### src/rtl/pipe_pkg.sv
// Shared encodings for the RV32I pipeline: control-bundle layout, operand-B select,
// opcodes and the source-register usage rules applied by ID-stage hazard checks.
package pipe_pkg;

    localparam int unsigned CTRL_W     = 11;
    localparam int unsigned REG_W      = 5;
    localparam int unsigned OPC_W      = 7;
    localparam int unsigned ALU_CTRL_W = 4;

    // Bit positions inside the packed control bundle
    localparam int unsigned CTRL_IS_JAL       = 10;
    localparam int unsigned CTRL_IS_JALR      = 9;
    localparam int unsigned CTRL_BRANCH       = 8;
    localparam int unsigned CTRL_MEM_READ     = 7;
    localparam int unsigned CTRL_MEM_TO_REG   = 6;
    localparam int unsigned CTRL_MEM_WRITE    = 5;
    localparam int unsigned CTRL_ALU_SRC_B_HI = 4;
    localparam int unsigned CTRL_ALU_SRC_B_LO = 3;
    localparam int unsigned CTRL_WRITE_ENABLE = 2;
    localparam int unsigned CTRL_PC_TO_REG    = 1;
    localparam int unsigned CTRL_IS_ECALL     = 0;

    typedef enum logic [1:0] {
        SRCB_RS2  = 2'b00,
        SRCB_IMM  = 2'b01,
        SRCB_PC4  = 2'b10,
        SRCB_NONE = 2'b11
    } src_b_e;

    typedef struct packed {
        logic   is_jal;
        logic   is_jalr;
        logic   branch;
        logic   mem_read;
        logic   mem_to_reg;
        logic   mem_write;
        src_b_e alu_src_b;
        logic   write_enable;
        logic   pc_to_reg;
        logic   is_ecall;
    } ctrl_t;

    // A bubble does nothing and selects no operand B
    localparam logic [CTRL_W-1:0] BUBBLE_CTRL = CTRL_W'({SRCB_NONE, 3'b000});

    localparam logic [REG_W-1:0] ECALL_REG = REG_W'(17);

    localparam logic [OPC_W-1:0] OPC_LUI        = 7'b0110111;
    localparam logic [OPC_W-1:0] OPC_AUIPC      = 7'b0010111;
    localparam logic [OPC_W-1:0] OPC_JAL        = 7'b1101111;
    localparam logic [OPC_W-1:0] OPC_JALR       = 7'b1100111;
    localparam logic [OPC_W-1:0] OPC_BRANCH     = 7'b1100011;
    localparam logic [OPC_W-1:0] OPC_LOAD       = 7'b0000011;
    localparam logic [OPC_W-1:0] OPC_STORE      = 7'b0100011;
    localparam logic [OPC_W-1:0] OPC_ARITH_IMM  = 7'b0010011;
    localparam logic [OPC_W-1:0] OPC_ARITHMETIC = 7'b0110011;
    localparam logic [OPC_W-1:0] OPC_ECALL      = 7'b1110011;

    // Every known opcode except JAL and ECALL is treated as an rs1 reader
    function automatic logic uses_rs1(input logic [OPC_W-1:0] opc);
        case (opc)
            OPC_LUI, OPC_AUIPC, OPC_JALR, OPC_BRANCH, OPC_LOAD,
            OPC_STORE, OPC_ARITH_IMM, OPC_ARITHMETIC: uses_rs1 = 1'b1;
            default:                                  uses_rs1 = 1'b0;
        endcase
    endfunction

    function automatic logic uses_rs2(input logic [OPC_W-1:0] opc);
        case (opc)
            OPC_ARITHMETIC, OPC_STORE, OPC_BRANCH: uses_rs2 = 1'b1;
            default:                               uses_rs2 = 1'b0;
        endcase
    endfunction

    // ECALL reads the syscall number from x17 without naming it in rs1/rs2
    function automatic logic uses_x17(input logic [OPC_W-1:0] opc);
        uses_x17 = (opc == OPC_ECALL);
    endfunction

endpackage

### src/rtl/hazard_detect.sv
// Combinational ID-stage hazard check against the instructions in EX and MEM.
// FORWARDING_EN: defined = only load-use and ecall hazards; undefined = stall on any RAW with EX/MEM.
module hazard_detect
    import pipe_pkg::*;
(
    input  logic             id_valid,
    input  logic [OPC_W-1:0] id_opcode,
    input  logic [REG_W-1:0] id_rs1,
    input  logic [REG_W-1:0] id_rs2,
    input  logic             ex_valid,
    input  logic             ex_mem_read,
    input  logic             ex_write_enable,
    input  logic [REG_W-1:0] ex_rd,
    input  logic [REG_W-1:0] mem_rd,
    input  logic             mem_write_enable,
    output logic             hazard
);

    logic use_rs1;
    logic use_rs2;
    logic use_x17;
    logic ex_src_match;
    logic ex_writes;
    logic load_use;
    logic ecall_hazard;
    logic raw_hazard;

    assign use_rs1   = uses_rs1(id_opcode);
    assign use_rs2   = uses_rs2(id_opcode);
    assign use_x17   = uses_x17(id_opcode);
    assign ex_writes = ex_valid && ex_write_enable;

    // x0 is hardwired, so a zero destination never matches
    assign ex_src_match = (ex_rd != '0)
                        && ((use_rs1 && (id_rs1 == ex_rd))
                         || (use_rs2 && (id_rs2 == ex_rd))
                         || (use_x17 && (ex_rd == ECALL_REG)));

    assign load_use = ex_valid && ex_mem_read && ex_src_match;

    assign ecall_hazard = use_x17
                        && ((ex_writes && (ex_rd == ECALL_REG))
                         || (mem_write_enable && (mem_rd == ECALL_REG)));

`ifdef FORWARDING_EN
    assign raw_hazard = 1'b0;
`else
    logic mem_src_match;

    assign mem_src_match = (mem_rd != '0)
                         && ((use_rs1 && (id_rs1 == mem_rd))
                          || (use_rs2 && (id_rs2 == mem_rd))
                          || (use_x17 && (mem_rd == ECALL_REG)));

    // Register file writes through, so WB never needs a stall
    assign raw_hazard = (ex_writes && ex_src_match)
                      || (mem_write_enable && mem_src_match);
`endif

    assign hazard = id_valid && (load_use || ecall_hazard || raw_hazard);

endmodule

### src/rtl/id_ex_stage.sv
// ID/EX pipeline register with load-use / ecall stall generation, flush squash
// and a saturating stall counter. Hazard rules depend on FORWARDING_EN (see hazard_detect).
module id_ex_stage
    import pipe_pkg::*;
#(
    parameter int unsigned XLEN  = 32,
    parameter int unsigned CNT_W = 32
) (
    input  logic                  clk,
    input  logic                  reset,
    input  logic                  id_valid,
    input  logic [OPC_W-1:0]      id_opcode,
    input  logic [CTRL_W-1:0]     id_ctrl,
    input  logic [XLEN-1:0]       id_pc,
    input  logic [XLEN-1:0]       id_rs1_data,
    input  logic [XLEN-1:0]       id_rs2_data,
    input  logic [XLEN-1:0]       id_imm,
    input  logic [ALU_CTRL_W-1:0] id_alu_ctrl,
    input  logic [REG_W-1:0]      id_rs1,
    input  logic [REG_W-1:0]      id_rs2,
    input  logic [REG_W-1:0]      id_rd,
    input  logic [REG_W-1:0]      mem_rd,
    input  logic                  mem_write_enable,
    input  logic                  flush,
    output logic                  stall,
    output logic                  ex_valid,
    output logic [CTRL_W-1:0]     ex_ctrl,
    output logic [XLEN-1:0]       ex_pc,
    output logic [XLEN-1:0]       ex_rs1_data,
    output logic [XLEN-1:0]       ex_rs2_data,
    output logic [XLEN-1:0]       ex_imm,
    output logic [ALU_CTRL_W-1:0] ex_alu_ctrl,
    output logic [REG_W-1:0]      ex_rs1,
    output logic [REG_W-1:0]      ex_rs2,
    output logic [REG_W-1:0]      ex_rd,
    output logic [CNT_W-1:0]      stall_count
);

    ctrl_t ex_ctrl_q;
    logic  hazard;

    hazard_detect u_hazard_detect (
        .id_valid         (id_valid),
        .id_opcode        (id_opcode),
        .id_rs1           (id_rs1),
        .id_rs2           (id_rs2),
        .ex_valid         (ex_valid),
        .ex_mem_read      (ex_ctrl_q.mem_read),
        .ex_write_enable  (ex_ctrl_q.write_enable),
        .ex_rd            (ex_rd),
        .mem_rd           (mem_rd),
        .mem_write_enable (mem_write_enable),
        .hazard           (hazard)
    );

    // A flush redirects fetch, so holding IF/ID would lose the new target
    assign stall   = hazard && !flush;
    assign ex_ctrl = ex_ctrl_q;

    // Data fields always follow ID; only valid/ctrl decide whether EX does anything
    always_ff @(posedge clk) begin
        if (reset) begin
            ex_valid    <= 1'b0;
            ex_ctrl_q   <= ctrl_t'(BUBBLE_CTRL);
            ex_pc       <= '0;
            ex_rs1_data <= '0;
            ex_rs2_data <= '0;
            ex_imm      <= '0;
            ex_alu_ctrl <= '0;
            ex_rs1      <= '0;
            ex_rs2      <= '0;
            ex_rd       <= '0;
        end else begin
            ex_pc       <= id_pc;
            ex_rs1_data <= id_rs1_data;
            ex_rs2_data <= id_rs2_data;
            ex_imm      <= id_imm;
            ex_alu_ctrl <= id_alu_ctrl;
            ex_rs1      <= id_rs1;
            ex_rs2      <= id_rs2;
            ex_rd       <= id_rd;
            if (flush || hazard || !id_valid) begin
                ex_valid  <= 1'b0;
                ex_ctrl_q <= ctrl_t'(BUBBLE_CTRL);
            end else begin
                ex_valid  <= 1'b1;
                ex_ctrl_q <= ctrl_t'(id_ctrl);
            end
        end
    end

    // Saturating stall-cycle counter, cleared only by reset
    always_ff @(posedge clk) begin
        if (reset) begin
            stall_count <= '0;
        end else if (stall && (stall_count != '1)) begin
            stall_count <= stall_count + CNT_W'(1);
        end
    end

endmodule

### config.mk
export PLATFORM = sky130hd
export DESIGN_NAME = id_ex_stage
export DESIGN_NICKNAME = d
export VERILOG_FILES = /design/src/rtl/pipe_pkg.sv /design/src/rtl/hazard_detect.sv /design/src/rtl/id_ex_stage.sv
export SDC_FILE = /design/constraint.sdc
export NUM_CORES = 1
export LEC_CHECK = 0
export ABC_AREA = 0
export BUFFER_PORTS_ARGS = -buffer_cell sky130_fd_sc_hd__clkbuf_2
export CORE_AREA = 3 3 143 145
export DETAILED_ROUTE_END_ITERATION = 16
export DIE_AREA = 0 0 146 148
export GPL_TIMING_DRIVEN = 0
export MAX_ROUTING_LAYER = met4
export SYNTH_ARGS = -nofsm -noshare
export SYNTH_HDL_FRONTEND = slang
export SYNTH_HIERARCHICAL = 1
export SYNTH_SLANG_ARGS = --single-unit
export TNS_END_PERCENT = 30
### constraint.sdc
create_clock -name clk -period 9.2 [get_ports clk]
set_input_delay 1.38 -clock clk [delete_from_list [all_inputs] [get_ports clk]]
set_output_delay 1.38 -clock clk [all_outputs]
set_load 0.01 [all_outputs]
==> results.md <==
Pwr:
- The share of total power dissipated in combinational logic is 0.085.
- IR analysis of the VDD net gives a maximum drop of 0.000116 V.
- The internal portion of the total power is 1.30 mW.
- The part of the power in the clock network is 0.412.
- The static leakage is 4.16 nW.
- The sequential cell fraction of total power is 0.503.
- The design draws 1.74 mW.
- Dividing total power by cell area gives a power density of 192 mW/mm^2.
- The fraction of power spent switching nets is 0.252.
- The analysis attributes to net switching a power of 0.437 mW.

Place:
- The detailed-placement wirelength estimate is 14900 um.
- The number of placed instances, taps included is 1226.
- The number of buffers added on ports is 366.
- The weighted congestion reported at the end of routability-driven placement is 0.799.

STA:
- The sum of negative setup slack is 0 ns.
- Subtracting the final worst setup slack from the clock period gives 4.83 ns.
- The setup clock skew after layout is 0.0114 ns.
- The final-report max-slew violation count came to 0.
- The final hold violation count is 0.
- Setup violations remaining at the end of the flow were counted as 0.
- At the pin with the least slew margin, the transition time is 0.692 ns.
- The share of the cycle needed by the critical path after routing is 0.525.
- For this run, the top clock speed supported by timing is 207 MHz.
- Setup repair after global routing left no endpoint under its margin.
- Headroom to the max-slew limit came out at 0.535.

Drt:
- The count of antenna-violating nets left after detailed routing is 0.
- The final routed wire length divided by cell count is 15.0 um.
- The final layout contains routed wiring with a total length of 18800 um.
- The post-detailed-route DRC marker count is 0.
- The mean number of vias per cell is 4.38.
- The number of DRC markers in iteration 0 is 201.
- The via count is 5501.
- The first TritonRoute pass finished after 4 iterations.

Layout:
- The area growth from synthesis to final layout is 43.5%.
- In the final layout, the share of cells above drive strength 1 is 0.410.
- The final layout net count is 1156.
- The number of inserted diodes is 0.
- The final cell count without fillers is 1257.

Clock network:
- Buffers inserted to repair hold after CTS numbered 0.
- The insertion delay to the later sink of the worst-skew pair is 0.42 ns.
- After clock tree synthesis, the clock-pin slew on the worst setup and hold paths is 0.07 ns.
- No sink is reached through more buffers than the 2 on the longest clock path.
- The H-tree depth is 4.
- The clock buffer count from CTS is 17.
- In this run the post-CTS setup repair buffer count came out at 0.
- CTS saw 191 sinks.
- The cell at the root of the clock tree is clkbuf_16.
- TritonCTS built the clock tree.
- The count of cells resized by post-cts repair is 0.

Global route:
- The via count of the first global-routing pass is 5318.
- For this run the aggregate overflow at the end of global routing stands at 0.
- The total track usage is 0.174.
- The initial antenna violation count is 0.
- The maximum number of pins on one net before global-route repair is 20.
- The first global-routing pass estimated 28600 um of wire.

Worst hold path:
- The worst hold path passes through 2 cells.
- The hold path startpoint is stall_count[1].
- The path category of the worst min-delay check is reg -> reg.
- For hold timing, the worst endpoint is stall_count[1].

Floorplan:
- The number of placement rows is 51.
- The die is 148 um tall.
- The die is 146 um wide.
- After floorplanning, the core was sized to cover 0.0193 mm^2.
- 367 I/O pins were placed.
- The initial core utilization is 0.325.
- The die outline area is 0.0216 mm^2.

Critical path:
- Of all nets on the critical path, the largest fanout is 7.
- The required time reported for the critical path endpoint is 7.82 ns.
- The startpoint type of the worst setup path is a primary input.
- The worst register-to-register path ends at stall_count[31].
- Across all register-to-register paths, the minimum setup slack is 5.33 ns.
- The number of cells traversed by the worst register-to-register path is 11.
- The endpoint arrival time on the critical path is 3.45 ns.
- The worst flop-to-flop path startpoint is ex_rd[4].
- STA classifies the critical path endpoint as a primary output.
- The setup path with the least slack is of type in -> out.

Run status:
- The flow ran to the end, and the final reports show no timing, DRC or antenna violations.

Synth:
- For this run, the register share of the synthesized area comes to 0.609.
- The mean instance size in the synthesized netlist is 10.6 um^2.
- The number of synthesized register bits is 191.
- After synthesis the cells add up to 0.00628 mm^2.
- The number of distinct library cells after synthesis is 42.
- The Yosys step of the flow raised 6 warnings.
- The cell count after synthesis is 595.
- The post-synth net total is 771.

Run:
- Across the run, the number of max-cap violations was 0.
## worst max-delay path, stage by stage
cell	delay, ns
clkbuf_2	0.13
xnor2_1	0.20
nand3_1	0.09
or4_1	0.52
a211o_1	0.27
a31oi_1	0.30
nand2b_1	0.22
inv_1	0.17
clkbuf_2	0.16
## registers in the layout (all words and copies together) (netlist names)
| signal | flops |
|---|---|
| ex_rs2 | 5 |
| ex_rd | 5 |
| ex_rs1_data | 32 |
| ex_pc | 32 |
| ex_alu_ctrl | 4 |
| ex_ctrl | 11 |
| ex_imm | 32 |
| ex_valid | 1 |
| stall_count | 32 |
| ex_rs1 | 5 |
| ex_rs2_data | 32 |
## cells in the mapped netlist, drive strengths merged
library cell	instances	area [um^2]
o41ai	1	8.76
inv	9	33.8
dfxtp	191	3820
o211ai	2	15.0
and2	10	62.6
and4	3	26.3
xor2	13	114
nor4b	1	8.76
or2	2	12.5
xnor2	11	96.3
nand4	15	100
buf	4	26.3
mux2	5	56.3
a21oi	23	115
o2111ai	1	8.76
or3	11	68.8
nand3	13	65.1
nor2b	153	957
nor4	8	65.1
nand4b	1	8.76
ha	1	12.5
nand2b	4	25.0
nor3	9	45.0
o21bai	1	7.51
a41oi	1	8.76
o21ai	14	70.1
nor2	18	67.6
o31ai	8	60.1
or4b	1	10.0
or4	12	90.1
nor3b	2	15.0
a31oi	4	25.0
nand2	19	71.3
clkbuf	21	78.8
a211o	1	8.76
nand3b	2	15.0
## cell usage in the layout (no fill, tap or decap), types with 14 or more instances in the layout
master / n
nand2_1: 19
nor2_1: 18
clkbuf_1: 21
clkbuf_16: 17
nor2b_1: 153
a21oi_1: 23
nand4_1: 14
clkbuf_2: 366
dfxtp_1: 191
## metrics by stage
step	cell area, um^2	setup slack [ns]	util	hold slack, ns
floorplan	6280	4.95	-	0.520
global placement	8450	4.43	0.437	0.500
detailed placement	8450	4.42	0.437	0.508
CTS	9020	4.36	0.467	0.518
global route	9020	4.17	0.467	0.536
finish	9020	4.37	0.467	0.516
## power by group through the flow
stage / combinational [mW] / clock [mW] / sequential, mW
after floorplan: 0.0426 / 0 / 0.911
after global placement: 0.148 / 0 / 0.891
after detailed placement: 0.149 / 0 / 0.892
after CTS: 0.150 / 0.737 / 0.873
after global routing: 0.162 / 0.770 / 0.876
final: 0.147 / 0.716 / 0.873
## cell families (layout without fill, tap and decap cells)
group / count (synthesis) / in the layout / share of synthesized area
AND/OR/NAND/NOR: 284 / 284 / 0.273
flip-flops: 191 / 191 / 0.609
AO/OA/AOI/OAI: 56 / 56 / 0.0522
buffers and inverters: 34 / 431 / 0.0221
XOR/XNOR: 24 / 24 / 0.0335
multiplexers: 5 / 5 / 0.00896
adder cells (fa/ha/maj): 1 / 1 / 0.00199
## worst max-delay path by stage
stage | slack [ns] | to | depth (start not counted) | startpoint
6_report | 4.37 | stall | 9 | id_rs1[3]
5_1_grt | 4.17 | stall | 9 | id_rs1[3]
4_1_cts | 4.36 | stall | 9 | id_rs1[3]
3_5_place_dp | 4.42 | stall | 9 | id_rs1[2]
3_3_place_gp | 4.43 | stall | 9 | mem_rd[4]
2_1_floorplan | 4.95 | stall | 7 | id_rs1[4]
## routing by layer
| layer | GRT usage | part of all wire |
|---|---|---|
| met1 | 0.197 | 0.40 |
| met4 | 0.0616 | 0.022 |
| met2 | 0.296 | 0.50 |
| met5 | - | 0 |
| met3 | 0.0497 | 0.070 |
## final cells by class
class                   count  area (um^2)
fillers                  1953        10300
clock inverters            14          148
inverters                   9         33.8
flip-flops and latches    191         3820
well taps                 265          332
multi-input cells         370         2320
clock buffers              17          425
plain buffers              25          105
repair buffers            366         1830
Power figures use the tool's default switching activity.
